$ cat config.mk
export PLATFORM = sky130hd
export DESIGN_NAME = rv32imf_writeback_stage
export DESIGN_NICKNAME = d
export VERILOG_FILES = /design/src/rtl/rv32imf_writeback_stage.sv
export SDC_FILE = /design/constraint.sdc
export NUM_CORES = 1
export LEC_CHECK = 0
export BUFFER_PORTS_ARGS = -buffer_cell sky130_fd_sc_hd__buf_2
export CAP_MARGIN = 30
export CORE_UTILIZATION = 35
export CTS_CLUSTER_SIZE = 30
export DETAILED_ROUTE_END_ITERATION = 12
export PLACE_DENSITY = 0.66
export SYNTH_ARGS = -nofsm -noshare
export SYNTH_HDL_FRONTEND = slang
export SYNTH_SLANG_ARGS = --single-unit
$ cat constraint.sdc
create_clock -name clk -period 3.7 [get_ports clk]
set_clock_uncertainty 0.05 [all_clocks]
set_input_delay 0.37 -clock clk [delete_from_list [all_inputs] [get_ports clk]]
set_output_delay 0.37 -clock clk [all_outputs]
set_load 0.005 [all_outputs]
$ cat src/rtl/rv32imf_writeback_stage.sv
// rtl/rv32imf_writeback_stage.sv - RV32IMF writeback: registered ALU port A, LSU/FPU-FIFO port B, optional scoreboard (RV32IMF_WB_SCOREBOARD_EN)
module rv32imf_writeback_stage #(
    parameter int ADDR_WIDTH = 6,
    parameter int DATA_WIDTH = 32,
    parameter int FIFO_DEPTH = 2
) (
    input  logic                  clk,
    input  logic                  rst_n,
    input  logic                  ex_valid_i,
    input  logic [ADDR_WIDTH-1:0] ex_addr_i,
    input  logic [DATA_WIDTH-1:0] ex_data_i,
    input  logic                  lsu_valid_i,
    input  logic [ADDR_WIDTH-1:0] lsu_addr_i,
    input  logic [DATA_WIDTH-1:0] lsu_data_i,
    input  logic                  fpu_valid_i,
    output logic                  fpu_ready_o,
    input  logic [ADDR_WIDTH-1:0] fpu_addr_i,
    input  logic [DATA_WIDTH-1:0] fpu_data_i,
    output logic                  we_a_o,
    output logic [ADDR_WIDTH-1:0] waddr_a_o,
    output logic [DATA_WIDTH-1:0] wdata_a_o,
    output logic                  we_b_o,
    output logic [ADDR_WIDTH-1:0] waddr_b_o,
    output logic [DATA_WIDTH-1:0] wdata_b_o,
    output logic [2:0]            fifo_cnt_o,
    input  logic                  issue_valid_i,
    input  logic [ADDR_WIDTH-1:0] issue_addr_i,
    input  logic [ADDR_WIDTH-1:0] raddr_a_i,
    input  logic [ADDR_WIDTH-1:0] raddr_b_i,
    input  logic [ADDR_WIDTH-1:0] raddr_c_i,
    output logic                  hazard_a_o,
    output logic                  hazard_b_o,
    output logic                  hazard_c_o
);

    localparam int PW = (FIFO_DEPTH > 2) ? 2 : 1;
    localparam int EW = ADDR_WIDTH + DATA_WIDTH;

    logic                  we_a_q, we_a_d, we_b_q, we_b_d;
    logic [ADDR_WIDTH-1:0] waddr_a_q, waddr_a_d, waddr_b_q, waddr_b_d;
    logic [DATA_WIDTH-1:0] wdata_a_q, wdata_a_d, wdata_b_q, wdata_b_d;
    logic [2:0]            cnt_q, cnt_d;
    logic [PW-1:0]         rd_ptr_q, rd_ptr_d, wr_ptr_q, wr_ptr_d;
    logic [EW-1:0]         mem_q [FIFO_DEPTH];
    logic [EW-1:0]         mem_d [FIFO_DEPTH];
    logic [EW-1:0]         head;
    logic                  push, pop;

    function automatic logic [PW-1:0] ptr_inc(input logic [PW-1:0] p);
        return (p == PW'(FIFO_DEPTH - 1)) ? '0 : p + 1'b1;
    endfunction

    // FPU result buffer: ready depends only on the registered count; LSU always has priority for port B
    always_comb begin
        fpu_ready_o = (cnt_q < 3'(FIFO_DEPTH));
        push        = fpu_valid_i && fpu_ready_o;
        pop         = !lsu_valid_i && (cnt_q != 3'd0);
        head        = mem_q[rd_ptr_q];
        mem_d       = mem_q;
        wr_ptr_d    = wr_ptr_q;
        rd_ptr_d    = rd_ptr_q;
        cnt_d       = cnt_q;
        if (push) begin
            mem_d[wr_ptr_q] = {fpu_addr_i, fpu_data_i};
            wr_ptr_d        = ptr_inc(wr_ptr_q);
        end
        if (pop) begin
            rd_ptr_d = ptr_inc(rd_ptr_q);
        end
        case ({push, pop})
            2'b10:   cnt_d = cnt_q + 3'd1;
            2'b01:   cnt_d = cnt_q - 3'd1;
            default: cnt_d = cnt_q;
        endcase
    end

    // Next values of both write ports; x0 writes are suppressed but still consume their source
    always_comb begin
        we_a_d    = ex_valid_i && (ex_addr_i != '0);
        waddr_a_d = ex_addr_i;
        wdata_a_d = ex_data_i;
        we_b_d    = 1'b0;
        waddr_b_d = '0;
        wdata_b_d = '0;
        if (lsu_valid_i) begin
            we_b_d    = (lsu_addr_i != '0);
            waddr_b_d = lsu_addr_i;
            wdata_b_d = lsu_data_i;
        end else if (pop) begin
            we_b_d    = (head[EW-1:DATA_WIDTH] != '0);
            waddr_b_d = head[EW-1:DATA_WIDTH];
            wdata_b_d = head[DATA_WIDTH-1:0];
        end
    end

    // Port registers and FIFO control state
    always_ff @(posedge clk) begin
        if (!rst_n) begin
            we_a_q    <= 1'b0;
            waddr_a_q <= '0;
            wdata_a_q <= '0;
            we_b_q    <= 1'b0;
            waddr_b_q <= '0;
            wdata_b_q <= '0;
            cnt_q     <= '0;
            rd_ptr_q  <= '0;
            wr_ptr_q  <= '0;
        end else begin
            we_a_q    <= we_a_d;
            waddr_a_q <= waddr_a_d;
            wdata_a_q <= wdata_a_d;
            we_b_q    <= we_b_d;
            waddr_b_q <= waddr_b_d;
            wdata_b_q <= wdata_b_d;
            cnt_q     <= cnt_d;
            rd_ptr_q  <= rd_ptr_d;
            wr_ptr_q  <= wr_ptr_d;
        end
    end

    // Buffer storage needs no reset: occupancy is tracked by cnt_q alone
    always_ff @(posedge clk) begin
        mem_q <= mem_d;
    end

    assign we_a_o     = we_a_q;
    assign waddr_a_o  = waddr_a_q;
    assign wdata_a_o  = wdata_a_q;
    assign we_b_o     = we_b_q;
    assign waddr_b_o  = waddr_b_q;
    assign wdata_b_o  = wdata_b_q;
    assign fifo_cnt_o = cnt_q;

`ifdef RV32IMF_WB_SCOREBOARD_EN
    logic [(1<<ADDR_WIDTH)-1:0] pend_q, pend_d;
    logic                       b_fifo_q, b_fifo_d;

    // Pending bits clear one cycle after the buffered write shows on port B; a same-cycle issue wins
    always_comb begin
        b_fifo_d = pop;
        pend_d   = pend_q;
        if (b_fifo_q) begin
            pend_d[waddr_b_q] = 1'b0;
        end
        if (issue_valid_i && (issue_addr_i != '0)) begin
            pend_d[issue_addr_i] = 1'b1;
        end
    end

    // Scoreboard state
    always_ff @(posedge clk) begin
        if (!rst_n) begin
            pend_q   <= '0;
            b_fifo_q <= 1'b0;
        end else begin
            pend_q   <= pend_d;
            b_fifo_q <= b_fifo_d;
        end
    end

    assign hazard_a_o = pend_q[raddr_a_i];
    assign hazard_b_o = pend_q[raddr_b_i];
    assign hazard_c_o = pend_q[raddr_c_i];
`else
    logic unused_sb;
    assign unused_sb  = ^{issue_valid_i, issue_addr_i, raddr_a_i, raddr_b_i, raddr_c_i};
    assign hazard_a_o = 1'b0;
    assign hazard_b_o = 1'b0;
    assign hazard_c_o = 1'b0;
`endif

endmodule
==> results of run 1 <==
==> state kept, by name, indices dropped and copies added (netlist names) <==
name and flops:
fifo_cnt_o 3, mem_q 76, rd_ptr_q 1, waddr_a_o 6
waddr_b_o 6, wdata_a_o 32, wdata_b_o 32, we_a_o 1
we_b_o 1, wr_ptr_q 1
==> cell type report <==
| class | instances | share of cell area |
|---|---|---|
| clock buffer | 20 | 0.06222 |
| clock inverter | 12 | 0.02199 |
| inverter | 4 | 0.002046 |
| multi-input combinational | 226 | 0.1950 |
| sequential | 159 | 0.5375 |
| tap | 211 | 0.03597 |
| timing repair buffer | 206 | 0.1452 |
==> layer usage <==
| metal | global-route usage | vias to the layer above |
|---|---|---|
| met5 | 0 | - |
| met4 | 0.05467 | 2 |
| met3 | 0.06449 | 13 |
| met2 | 0.2864 | 180 |
| met1 | 0.1612 | 1749 |
| li1 | - | 1852 |
==> power breakdown <==
| part | leakage [nW] | internal (W) | total [W] | switching [W] |
|---|---|---|---|---|
| Combinational | 1.38 | 0.000392 | 0.000883 | 0.000490 |
| Sequential | 1.40 | 0.00219 | 0.00234 | 0.000148 |
| Clock | 0.292 | 0.00110 | 0.00179 | 0.000687 |
==> logic make-up after synthesis <==
logic type / share of synthesized area
flops: 0.7143
simple gates: 0.1307
compound gates: 0.04442
mux: 0.06889
buf+inv: 0.03036
xor+xnor: 0.004760
fa+ha+maj: 0.005891
other cells: 0.0006792
==> final timing paths <==
kind | to | start | cells past startpoint
worst max-delay path | mem_q[44] | fifo_cnt_o[2] | 3
worst min-delay path | mem_q[4] | fpu_data_i[4] | 1
worst max register to register | mem_q[44] | fifo_cnt_o[2] | 3
worst min register to register | fifo_cnt_o[2] | fifo_cnt_o[2] | 2
==> synthesized netlist by cell type, drive strengths merged <==
library cell   n
inv            3
nor2           8
o21ai          2
o311a          2
nor4           2
ha             1
edfxtp        76
and3           1
buf           10
or3           40
clkbuf        19
a41o           1
conb           1
clkinv         1
mux2i         38
nand3          1
and2          38
nor3           2
or3b           1
xor2           3
or4            2
dfxtp         83
nand2         39
a21oi         41
fa             1
==> placed cells by master (no fill, tap or decap), drive strengths merged <==
master,count
a21oi,41
a41o,1
and2,38
and3,1
buf,206
bufinv,3
clkbuf,20
clkinv,7
clkinvlp,3
conb,3
dfxtp,83
edfxtp,76
fa,1
ha,1
inv,3
mux2i,38
nand2,39
nand3,1
nor2,8
nor3,2
nor4,2
o21ai,2
o311a,2
or3,40
or3b,1
or4,2
xor2,3
==> stage by stage <==
step | cells | instance area [sq um] | setup slack (ns)
detailed placement | 805 | 6694 | 1.274
CTS | 837 | 7312 | 1.329
global route | 838 | 7340 | 1.258
finish | 838 | 7340 | 1.380
floorplan | 418 | 5529 | 0.7474
global placement | 805 | 6694 | 1.322
==> results.md, run 1 <==
### Floorplanning
* die span in y: 127.6 microns
* Die Footprint: 0.01628 sq mm
* Core Box Area: 0.01531 sq mm
* row cnt: 45
* initial core utilization: 0.3605
* number of primary I/O pins: 229
* Die Span X: 127.6 microns

### Synth
* Cell Area, Synth: 0.005522 sq mm
* cell types occupying the most area after synthesis: sky130_fd_sc_hd__edfxtp_1 41%, sky130_fd_sc_hd__dfxtp_1 30%, sky130_fd_sc_hd__mux2i_1 6.9%
* sequential cell area fraction in the yosys report: 0.7143
* cell accounting for the most synthesized area: sky130_fd_sc_hd__edfxtp_1
* Mapped Avg Cell Area: 13.27 sq um
* Netlist cell types: 27
* Synth Instances: 416
* register bit count reported by yosys: 159
* fraction of post-synthesis cell area in the top cell type by area: 0.4133
* Yosys Warn Count: 0

### Worst setup path
* CP arrival: 2.38 ns
* slowest cell on the critical path: sky130_fd_sc_hd__nor2_4
* startpoint type of the worst setup path: register
* Worst Setup End Kind: register
* worst-case register-to-register setup slack: 1.38 ns
* Crit Path Class: register to register
* buffering stage count on the worst path with inverters included: 1
* critical path required time: 3.76 ns
* Slowest Stage Delay on Critical Path: 0.68 ns
* cell family with most CP delay: simple AND/OR/NAND/NOR gates
* largest fanout on the critical path: 27
* Cell Chain, Critical Path: or3b_2, nor2_4, buf_4

### Clocking
* Post-CTS Setup Bufs: 0
* TritonCTS clock tree: yes
* post-CTS clock slew at the launch and capture registers of the worst setup and hold paths: 0.06 ns
* count of clock tree sinks: 159
* number of hold buffers added after cts: 0
* Root Buffer: sky130_fd_sc_hd__clkbuf_16
* number of buffers inserted during clock tree synthesis: 17
* clock insertion delay at the later pin of the skew report: 0.41 ns
* number of resized instances in the post-cts repair step: 0
* maximum level of the CTS H-tree: 4
* Clock Tree Buf Depth: 2

### Detailed routing
* number of optimization iterations in the first detailed-route pass: 4
* vias per cell: 4.530
* met3 routed wirelength: 1016 microns
* final routed DRC violation total: 0
* DR WL met2: 6400 microns
* WL final: 12,590 microns
* ANT nets after route: 0
* WL met1: 5053 microns
* number of DRC violations after detailed-routing iteration 0: 172
* routed vias: 3,796
* average wire per standard cell: 15.03 microns
* max layer used: met5

### Layout
* total inserted antenna cells: 0
* layout filler cell count: 1,420
* combined area of the multi-input logic cells: 0.001431 sq mm
* growth of design area from synthesis to finish: 32.93%
* Sequential Area: 0.003945 sq mm
* fraction of layout cells with a size suffix above 1: 0.3860
* # nets final: 760
* Post-Route Utilization: 0.4792

### Timing
* post-route worst hold slack: 0.09072 ns
* actual slew at the worst max-slew pin: 0.8648 ns
* highest achievable clock rate: 0.4311 GHz
* final-report setup violation count: 0
* remaining max-slew budget at the tightest pin: 0.4221
* final critical delay including setup and external delays: 2.320 ns
* Fin Setup TNS: 0 ns
* number of hold-slack violations in the final timing report: 0
* post-route fraction of the period consumed by the critical path: 0.6270
* setup repair after global routing missed its margin: no
* count of pins over their slew limit: 0

### Global routing
* vias in the first global route: 3,718
* overall track demand over capacity in global routing: 0.1569
* largest net degree at the start of global routing: 80
* number of antenna violations at the first check in global routing: 0
* overall overflow remaining after global route: 0
* first-pass GRT wire length: 18,810 microns

### Power and ir drop
* power density of the placed cells: 682.2 mW/mm^2
* Leakage: 3.068 nW
* Max IR drop VDD: 0.2987 mV
* total power after layout: 0.005007 W

### Job
* number of max-cap violations: 0

### Worst hold path
* type of the most critical hold path: input port to register

### Placement
* post-detail-place hpwl: 8471 microns
* gp weighted congestion: 0.7341
* number of buffers inserted by port buffering: 200

### Outcome
* status: complete, no violations

No activity file was read; power rests on OpenSTA's default activity.
==> run 2: changes to the inputs <==
Settings changed: PLACE_DENSITY 0.66 to 0.69.
Clock period 3.7 ns to 1.88 ns, I/O delays scaled along.
==> run 2 against run 1 <==
  * The run now ends with negative setup slack left
  * Core utilization up 8.1 points
  * Clock-buffer cell count grew 4
  * Sequential share of layout area down 7.6 points
  * Combinational power increased to 2.5 times the previous value
  * Clock power grew 86%
==> results.md, run 2 (synthesis gave the netlist of run 1 again) <==
### Global routing
* vias in the first global route: 4,667, +26%
* number of antenna violations at the first check in global routing: 1, +1
* overall track demand over capacity in global routing: 0.1886, +0.03170
* first-pass GRT wire length: 23,070 microns, +23%
* largest net degree at the start of global routing: 80, unchanged
* overall overflow remaining after global route: 0, unchanged

### Floorplanning
* Core Box Area: 0.01531 sq mm, unchanged
* die span in y: 127.6 microns, unchanged
* Die Footprint: 0.01628 sq mm, unchanged
* number of primary I/O pins: 229, unchanged
* row cnt: 45, unchanged
* initial core utilization: 0.3605, unchanged
* Die Span X: 127.6 microns, unchanged

### Power and ir drop
* combinational cell fraction of total power: 0.220, +0.044
* Int Power: 0.007397 W, +100%
* power share of the sequential group: 0.449, -0.018
* total power after layout: 0.01006 W, +100%
* Max IR drop VDD: 0.5902 mV, +98%
* power density of the placed cells: 1173 mW/mm^2, +72%
* fraction of power consumed by the clock network: 0.331, -0.026
* net switching power figure: 0.002667 W, +100%
* switching fraction of total power: 0.2650, about the same
* Leakage: 3.590 nW, +17%

### Worst setup path
* Crit Path Class: register to register
* cell family with most CP delay: simple AND/OR/NAND/NOR gates
* CP arrival: 2.18 ns, -0.20 ns
* Slowest Stage Delay on Critical Path: 0.43 ns, -0.25 ns
* largest fanout on the critical path: 6, -78%
* critical path required time: 2.16 ns, -1.60 ns
* Cell Chain, Critical Path: or3b_4, ha_4, inv_2, fa_2, xor2_1, or3_1, a21oi_1
* startpoint type of the worst setup path: register
* worst r2r src: fifo_cnt_o[1]
* buffering stage count on the worst path with inverters included: 1, unchanged
* slowest cell on the critical path: sky130_fd_sc_hd__or3b_4
* startpoint of the most critical setup path: fifo_cnt_o[1]
* Worst Setup End Kind: register

### Placement
* gp weighted congestion: 0.7594, +3.4%
* setup slack at placement: -0.02161 ns, -1.295 ns
* number of buffers inserted by port buffering: 200, unchanged
* post-detail-place hpwl: 8755 microns, +3.3%
* number of placed cells counting well taps: 810, +0.62%

### Layout
* combined area of the multi-input logic cells: 0.001463 sq mm, +2.2%
* fraction of layout cells with a size suffix above 1: 0.3383, -0.04771
* layout filler cell count: 1,246, -12%
* # nets final: 880, +16%
* most frequent cells in the layout: 200 x sky130_fd_sc_hd__buf_2, 114 x sky130_fd_sc_hd__dlygate4sd3_1, 79 x sky130_fd_sc_hd__dfxtp_1
* Sequential Area: 0.003956 sq mm, +0.29%
* Post-Route Utilization: 0.5603, +0.08105
* most common cell after layout, fill and taps aside: sky130_fd_sc_hd__buf_2
* growth of design area from synthesis to finish: 55.40%
* number of flip-flops in the largest register: 76, unchanged
* Non-Filler Instances: 957, +14%
* Reg with most FFs: mem_q

### Timing
* remaining max-slew budget at the tightest pin: 0.6594, +0.2372
* final-report setup violation count: 1, +1
* count of pins over their slew limit: 0, unchanged
* actual slew at the worst max-slew pin: 0.5110 ns, -0.3538 ns
* number of hold-slack violations in the final timing report: 0, unchanged
* setup repair after global routing missed its margin: yes
* Fin Setup TNS: -0.01640 ns, -0.01640 ns
* post-route setup slack: -0.01640 ns, -1.397 ns
* post-route fraction of the period consumed by the critical path: 1.009, +0.3818
* final critical delay including setup and external delays: 1.896 ns, -0.4234 ns
* highest achievable clock rate: 0.5273 GHz, +22%

### Outcome
* status: complete, but fails checks
* violated checks: negative setup slack

### Clocking
* Clock Tree Buf Depth: 2, unchanged
* maximum level of the CTS H-tree: 4, unchanged
* count of clock tree sinks: 159, unchanged
* post-CTS clock slew at the launch and capture registers of the worst setup and hold paths: 0.06 ns, about the same
* TritonCTS clock tree: yes
* clock insertion delay at the later pin of the skew report: 0.41 ns, about the same
* Root Buffer: sky130_fd_sc_hd__clkbuf_16
* number of buffers inserted during clock tree synthesis: 17, unchanged

### Detailed routing
* vias per cell: 4.572, +0.92%
* average wire per standard cell: 15.70 microns, +4.5%
* number of optimization iterations in the first detailed-route pass: 4, unchanged
* number of DRC violations after detailed-routing iteration 0: 151, -12%
* final routed DRC violation total: 0, unchanged
* routed vias: 4,375, +15%
* ANT nets after route: 0, unchanged
* WL final: 15,030 microns, +19%

### Worst hold path
* HP Start: lsu_data_i[15]
* type of the most critical hold path: input port to register

### Job
* number of max-cap violations: 0, unchanged

==> run 2: cell count changes in the layout (fill, tap and decap cells not counted), moves of 3 or more <==
cell and delta:
sky130_fd_sc_hd__dlygate4sd3_1 +114, sky130_fd_sc_hd__bufinv_16 -3, sky130_fd_sc_hd__dfxtp_4 +3, sky130_fd_sc_hd__clkinvlp_4 -3, sky130_fd_sc_hd__clkbuf_16 +4, sky130_fd_sc_hd__buf_12 +5, sky130_fd_sc_hd__dfxtp_1 -3
==> run 2: worst paths after layout <==
kind                                 endpoint  slack [ns]  cells past startpoint
worst max register to register  fifo_cnt_o[2]       -0.02                      7
worst min-delay path            wdata_b_o[15]        0.01                      3
worst max-delay path            fifo_cnt_o[2]       -0.02                      7
worst min register to register  fifo_cnt_o[0]        0.49                      2
==> run 2: power groups by stage <==
stage	combinational [W]	sequential [W]	clock, W
2_1_floorplan	0.00123	0.00457	0
3_3_place_gp	0.00196	0.00456	0
3_5_place_dp	0.00201	0.00459	0
4_1_cts	0.00222	0.00452	0.00339
5_1_grt	0.00244	0.00458	0.00355
6_report	0.00222	0.00452	0.00333
==> run 2: stage by stage <==
stage,hold WS (ns),instance area [sq um]
after CTS,0.005152,8571
final,0.01421,8581
after floorplan,0.2369,5595
after global routing,0.002528,8581
after global placement,0.3259,6837
after detailed placement,0.3315,6837
==> run 2: repair_timing <==
action / 4_1_cts / 5_1_grt
setup buffers: 1 / 1
pin swaps: 3 / 0
endpoints found under the hold margin: 152 / 0
resized for setup: 1 / 0
setup endpoints to repair: 1 / 2
cloned: 0 / 0
hold buffers: 114 / 0
==> run 2: worst reg2reg max path: cells and delay by family, from the launching register on <==
kind / cells / cell delay, ns
xor+xnor: 1 / 0.07
simple gates: 2 / 0.76
flops: 1 / 0.37
fa+ha+maj: 2 / 0.38
compound gates: 1 / 0.14
buf+inv: 1 / 0.06
==> run 2: cell type report <==
| class | instances | area share |
|---|---|---|
| clock inverters | 6 | 0.005249 |
| inverters | 4 | 0.001750 |
| well taps | 211 | 0.03077 |
| repair buffers | 326 | 0.2674 |
| multi-input cells | 226 | 0.1705 |
| flip-flops and latches | 159 | 0.4611 |
| diodes | 1 | 0.0002916 |
| clock buffers | 24 | 0.06299 |
==> run 2: metal layers <==
| layer | GRT usage | wire [microns] | vias to the layer above |
|---|---|---|---|
| li1 | - | - | 2095 |
| met1 | 0.1946 | 5957 | 2069 |
| met2 | 0.3449 | 7661 | 178 |
| met3 | 0.06072 | 963 | 33 |
| met4 | 0.08997 | 445 | 0 |
| met5 | 0 | 0 | - |
==> run 3: changes to the inputs <==
Settings changed: ABC_AREA from default to 1.
==> run 3 against run 2 <==
  * The run now ends clean
  * Total power fell by 0.88%
  * Critical path type unchanged
  * Largest cell class unchanged
  * Setup slack improved by 0.19 ns
  * Critical path depth rose by 1
  * Routed wire length fell by 6.9%
  * Global-route usage fell by 1.1 points
  * Maximum frequency rose by 11%
  * Sequential share of layout area rose by 0.32 points
  * Die area fell by 0.16%
  * Critical endpoint is now fifo_cnt_o[1]
  * Clock-buffer cell count rose by 1
  * Cell area fell by 0.92%
  * Flip-flop and latch count did not move
==> results.md, run 3 <==
### Synth
* Compound-Gate Fraction of Synth Area: 0.04744, +0.003021
* register bit count reported by yosys: 159, unchanged
* Yosys Warn Count: 0, unchanged
* Synth Area in Adders: 0.005901, +0.000009360
* cell types occupying the most area after synthesis: sky130_fd_sc_hd__edfxtp_1 41%, sky130_fd_sc_hd__dfxtp_1 30%, sky130_fd_sc_hd__nand2_1 16%
* Synth Instances: 535, +29%
* largest family of logic cells by synthesized area: simple AND/OR/NAND/NOR gates
* most used flip-flop cell after synthesis: sky130_fd_sc_hd__dfxtp_1
* count of flip-flops with a built-in enable after synthesis: 76, unchanged
* fraction of synthesized area in multiplexers: 0, -0.06889
* Commonest cells post-synth: 232 x sky130_fd_sc_hd__nand2_1, 83 x sky130_fd_sc_hd__dfxtp_1, 76 x sky130_fd_sc_hd__edfxtp_1, 46 x sky130_fd_sc_hd__inv_1, 45 x sky130_fd_sc_hd__a21oi_1
* sequential cell area fraction in the yosys report: 0.7154, +0.001135
* cell accounting for the most synthesized area: sky130_fd_sc_hd__edfxtp_1
* simple-gate portion of the synthesized area: 0.1714, +0.04061
* fraction of post-synthesis cell area in the top cell type by area: 0.4140, +0.0006567
* fraction of synthesis flops using an asynchronous set or reset pin: 0, unchanged
* Mapped Avg Cell Area: 10.30 sq um, -22%
* Netlist cell types: 18, -33%
* most numerous cell in the Yosys netlist: sky130_fd_sc_hd__nand2_1
* Cell Area, Synth: 0.005513 sq mm, -0.16%
* xor and xnor fraction of the mapped netlist area: 0, -0.004759

### Clocking
* Root Buffer: sky130_fd_sc_hd__clkbuf_16
* clock insertion delay at the later pin of the skew report: 0.41 ns, about the same
* maximum level of the CTS H-tree: 4, unchanged
* post-CTS clock slew at the launch and capture registers of the worst setup and hold paths: 0.06 ns, about the same
* Clock Tree Buf Depth: 2, unchanged
* number of buffers inserted during clock tree synthesis: 17, unchanged
* Post-CTS Setup Bufs: 0, -1
* TritonCTS clock tree: yes
* count of clock tree sinks: 159, unchanged

### Timing
* post-route setup slack: 0.1718 ns, +0.1882 ns
* post-route fraction of the period consumed by the critical path: 0.9086, -0.1001
* highest achievable clock rate: 0.5854 GHz, +11%
* number of hold-slack violations in the final timing report: 0, unchanged
* final-report setup violation count: 0, -1
* count of pins over their slew limit: 0, unchanged
* final critical delay including setup and external delays: 1.708 ns, -0.1882 ns
* setup repair after global routing missed its margin: yes
* Fin Setup TNS: 0 ns, +0.01640 ns

### Worst setup path
* startpoint type of the worst setup path: register
* Worst Setup End Kind: register
* critical path required time: 2.17 ns, about the same
* CP arrival: 2.00 ns, -0.18 ns
* largest fanout on the critical path: 4, -2
* worst-case register-to-register setup slack: 0.17 ns, +0.19 ns
* Crit Path Class: register to register

### Detailed routing
* final routed DRC violation total: 0, unchanged
* number of DRC violations after detailed-routing iteration 0: 125, -17%
* WL final: 13,990 microns, -6.9%
* number of optimization iterations in the first detailed-route pass: 4, unchanged
* ANT nets after route: 0, unchanged
* average wire per standard cell: 12.97 microns, -17%
* vias per cell: 4.225, -7.6%
* routed vias: 4,559, +4.2%

### Layout
* layout filler cell count: 1,351, +8.4%
* number of flip-flops in the largest register: 76, unchanged
* Reg with most FFs: mem_q
* most common cell after layout, fill and taps aside: sky130_fd_sc_hd__nand2_1
* total inserted antenna cells: 0, -1
* growth of design area from synthesis to finish: 54.22%
* # nets final: 1,001, +14%
* fraction of layout cells with a size suffix above 1: 0.2869, -0.05139
* most frequent cells in the layout: 232 x sky130_fd_sc_hd__nand2_1, 200 x sky130_fd_sc_hd__buf_2, 113 x sky130_fd_sc_hd__dlygate4sd3_1

### Floorplanning
* row cnt: 45, unchanged
* initial core utilization: 0.3600, -0.0005719
* Die Footprint: 0.01626 sq mm, -0.16%
* number of primary I/O pins: 229, unchanged
* Die Span X: 127.5 microns, about the same
* die span in y: 127.5 microns, about the same
* Core Box Area: 0.01531 sq mm, unchanged

### Global routing
* overall overflow remaining after global route: 0, unchanged
* number of antenna violations at the first check in global routing: 0, -1
* first-pass GRT wire length: 21,870 microns, -5.2%
* vias in the first global route: 4,580, -1.9%
* largest net degree at the start of global routing: 42, -48%
* overall track demand over capacity in global routing: 0.1771, -0.01144

### Placement
* post-detail-place hpwl: 8397 microns, -4.1%
* setup slack at placement: 0.08285 ns, +0.1045 ns
* gp weighted congestion: 0.7171, -5.6%
* number of buffers inserted by port buffering: 200, unchanged

### Power and ir drop
* power density of the placed cells: 1173 mW/mm^2, about the same
* Max IR drop VDD: 0.7282 mV, +23%
* total power after layout: 0.009975 W, -0.88%
* Leakage: 4.084 nW, +14%

### Worst hold path
* type of the most critical hold path: input port to register

### Outcome
* status: complete, no violations

### Job
* number of max-cap violations: 0, unchanged

==> run 3: cell count changes after synthesis, moves of 4 or more <==
| cell | before | now |
|---|---|---|
| sky130_fd_sc_hd__and2_1 | 38 | 0 |
| sky130_fd_sc_hd__a21oi_1 | 41 | 45 |
| sky130_fd_sc_hd__buf_4 | 5 | 11 |
| sky130_fd_sc_hd__inv_1 | 3 | 46 |
| sky130_fd_sc_hd__mux2i_1 | 38 | 0 |
| sky130_fd_sc_hd__clkbuf_1 | 19 | 11 |
| sky130_fd_sc_hd__or3_1 | 40 | 0 |
| sky130_fd_sc_hd__buf_2 | 2 | 6 |
| sky130_fd_sc_hd__nand2_1 | 39 | 232 |
==> run 3: cells by family after synthesis <==
family / count (synthesis)
AOI/OAI and AO/OA: 50
adders and majority gates: 2
buffers and inverters: 74
DFF: 159
other: 1
and+or+nand+nor: 249
==> run 3: worst paths after layout <==
path / startpoint / end / depth (start not counted)
max: fifo_cnt_o[2] / fifo_cnt_o[1] / 8
min: lsu_addr_i[5] / waddr_b_o[5] / 3
max reg2reg: fifo_cnt_o[2] / fifo_cnt_o[1] / 8
min reg2reg: fifo_cnt_o[2] / fifo_cnt_o[2] / 2
==> run 3: final cells by class <==
type                    count  area [sq um]  area share
inverters                  46         172.7     0.02031
clock inverters             7         71.32    0.008389
well taps                 211         264.0     0.03105
flip-flops and latches    159          3948      0.4643
clock buffers              25         519.2     0.06107
repair buffers            327          2262      0.2661
multi-input cells         304          1265      0.1488
==> run 3: worst max-delay path, stage by stage, from the launching register on <==
cell                      delay [ns]
sky130_fd_sc_hd__dfxtp_2        0.33
sky130_fd_sc_hd__nor2_2         0.21
sky130_fd_sc_hd__nand2_1        0.11
sky130_fd_sc_hd__ha_1           0.21
sky130_fd_sc_hd__inv_1          0.10
sky130_fd_sc_hd__fa_1           0.42
sky130_fd_sc_hd__nor2_1         0.10
sky130_fd_sc_hd__a21oi_1        0.05
sky130_fd_sc_hd__nor2_1         0.08
==> run 3: power by group <==
part | leakage [nW] | internal [W] | switching [W]
clock network | 0.292 | 0.00207 | 0.00129
logic | 2.39 | 0.000885 | 0.00133
registers | 1.40 | 0.00424 | 0.000165
total | 4.08 | 0.00719 | 0.00278
==> run 3: routing by layer <==
metal	vias up	global-route usage	part of all wire
li1	2325	-	-
met1	2072	0.1910	0.40
met2	133	0.3221	0.53
met3	29	0.04816	0.038
met4	0	0.08123	0.028
met5	-	0	0
==> run 3: timing repair <==
action / 4_1_cts / 5_1_grt
hold buffers: 113 / 0
gates resized for setup: 0 / 5
setup endpoints to repair: 0 / 2
endpoints found under the hold margin: 151 / 0
==> run 3: stage by stage <==
step | cells | area [sq um] | util | hold WS (ns)
4_1_cts | 1079 | 8499 | 0.5550 | 0.0002779
3_3_place_gp | 934 | 6778 | 0.4426 | 0.3175
3_5_place_dp | 934 | 6778 | 0.4426 | 0.3233
6_report | 1079 | 8502 | 0.5551 | 0.01845
2_1_floorplan | 537 | 5532 | - | 0.2315
5_1_grt | 1079 | 8502 | 0.5551 | 0.02257
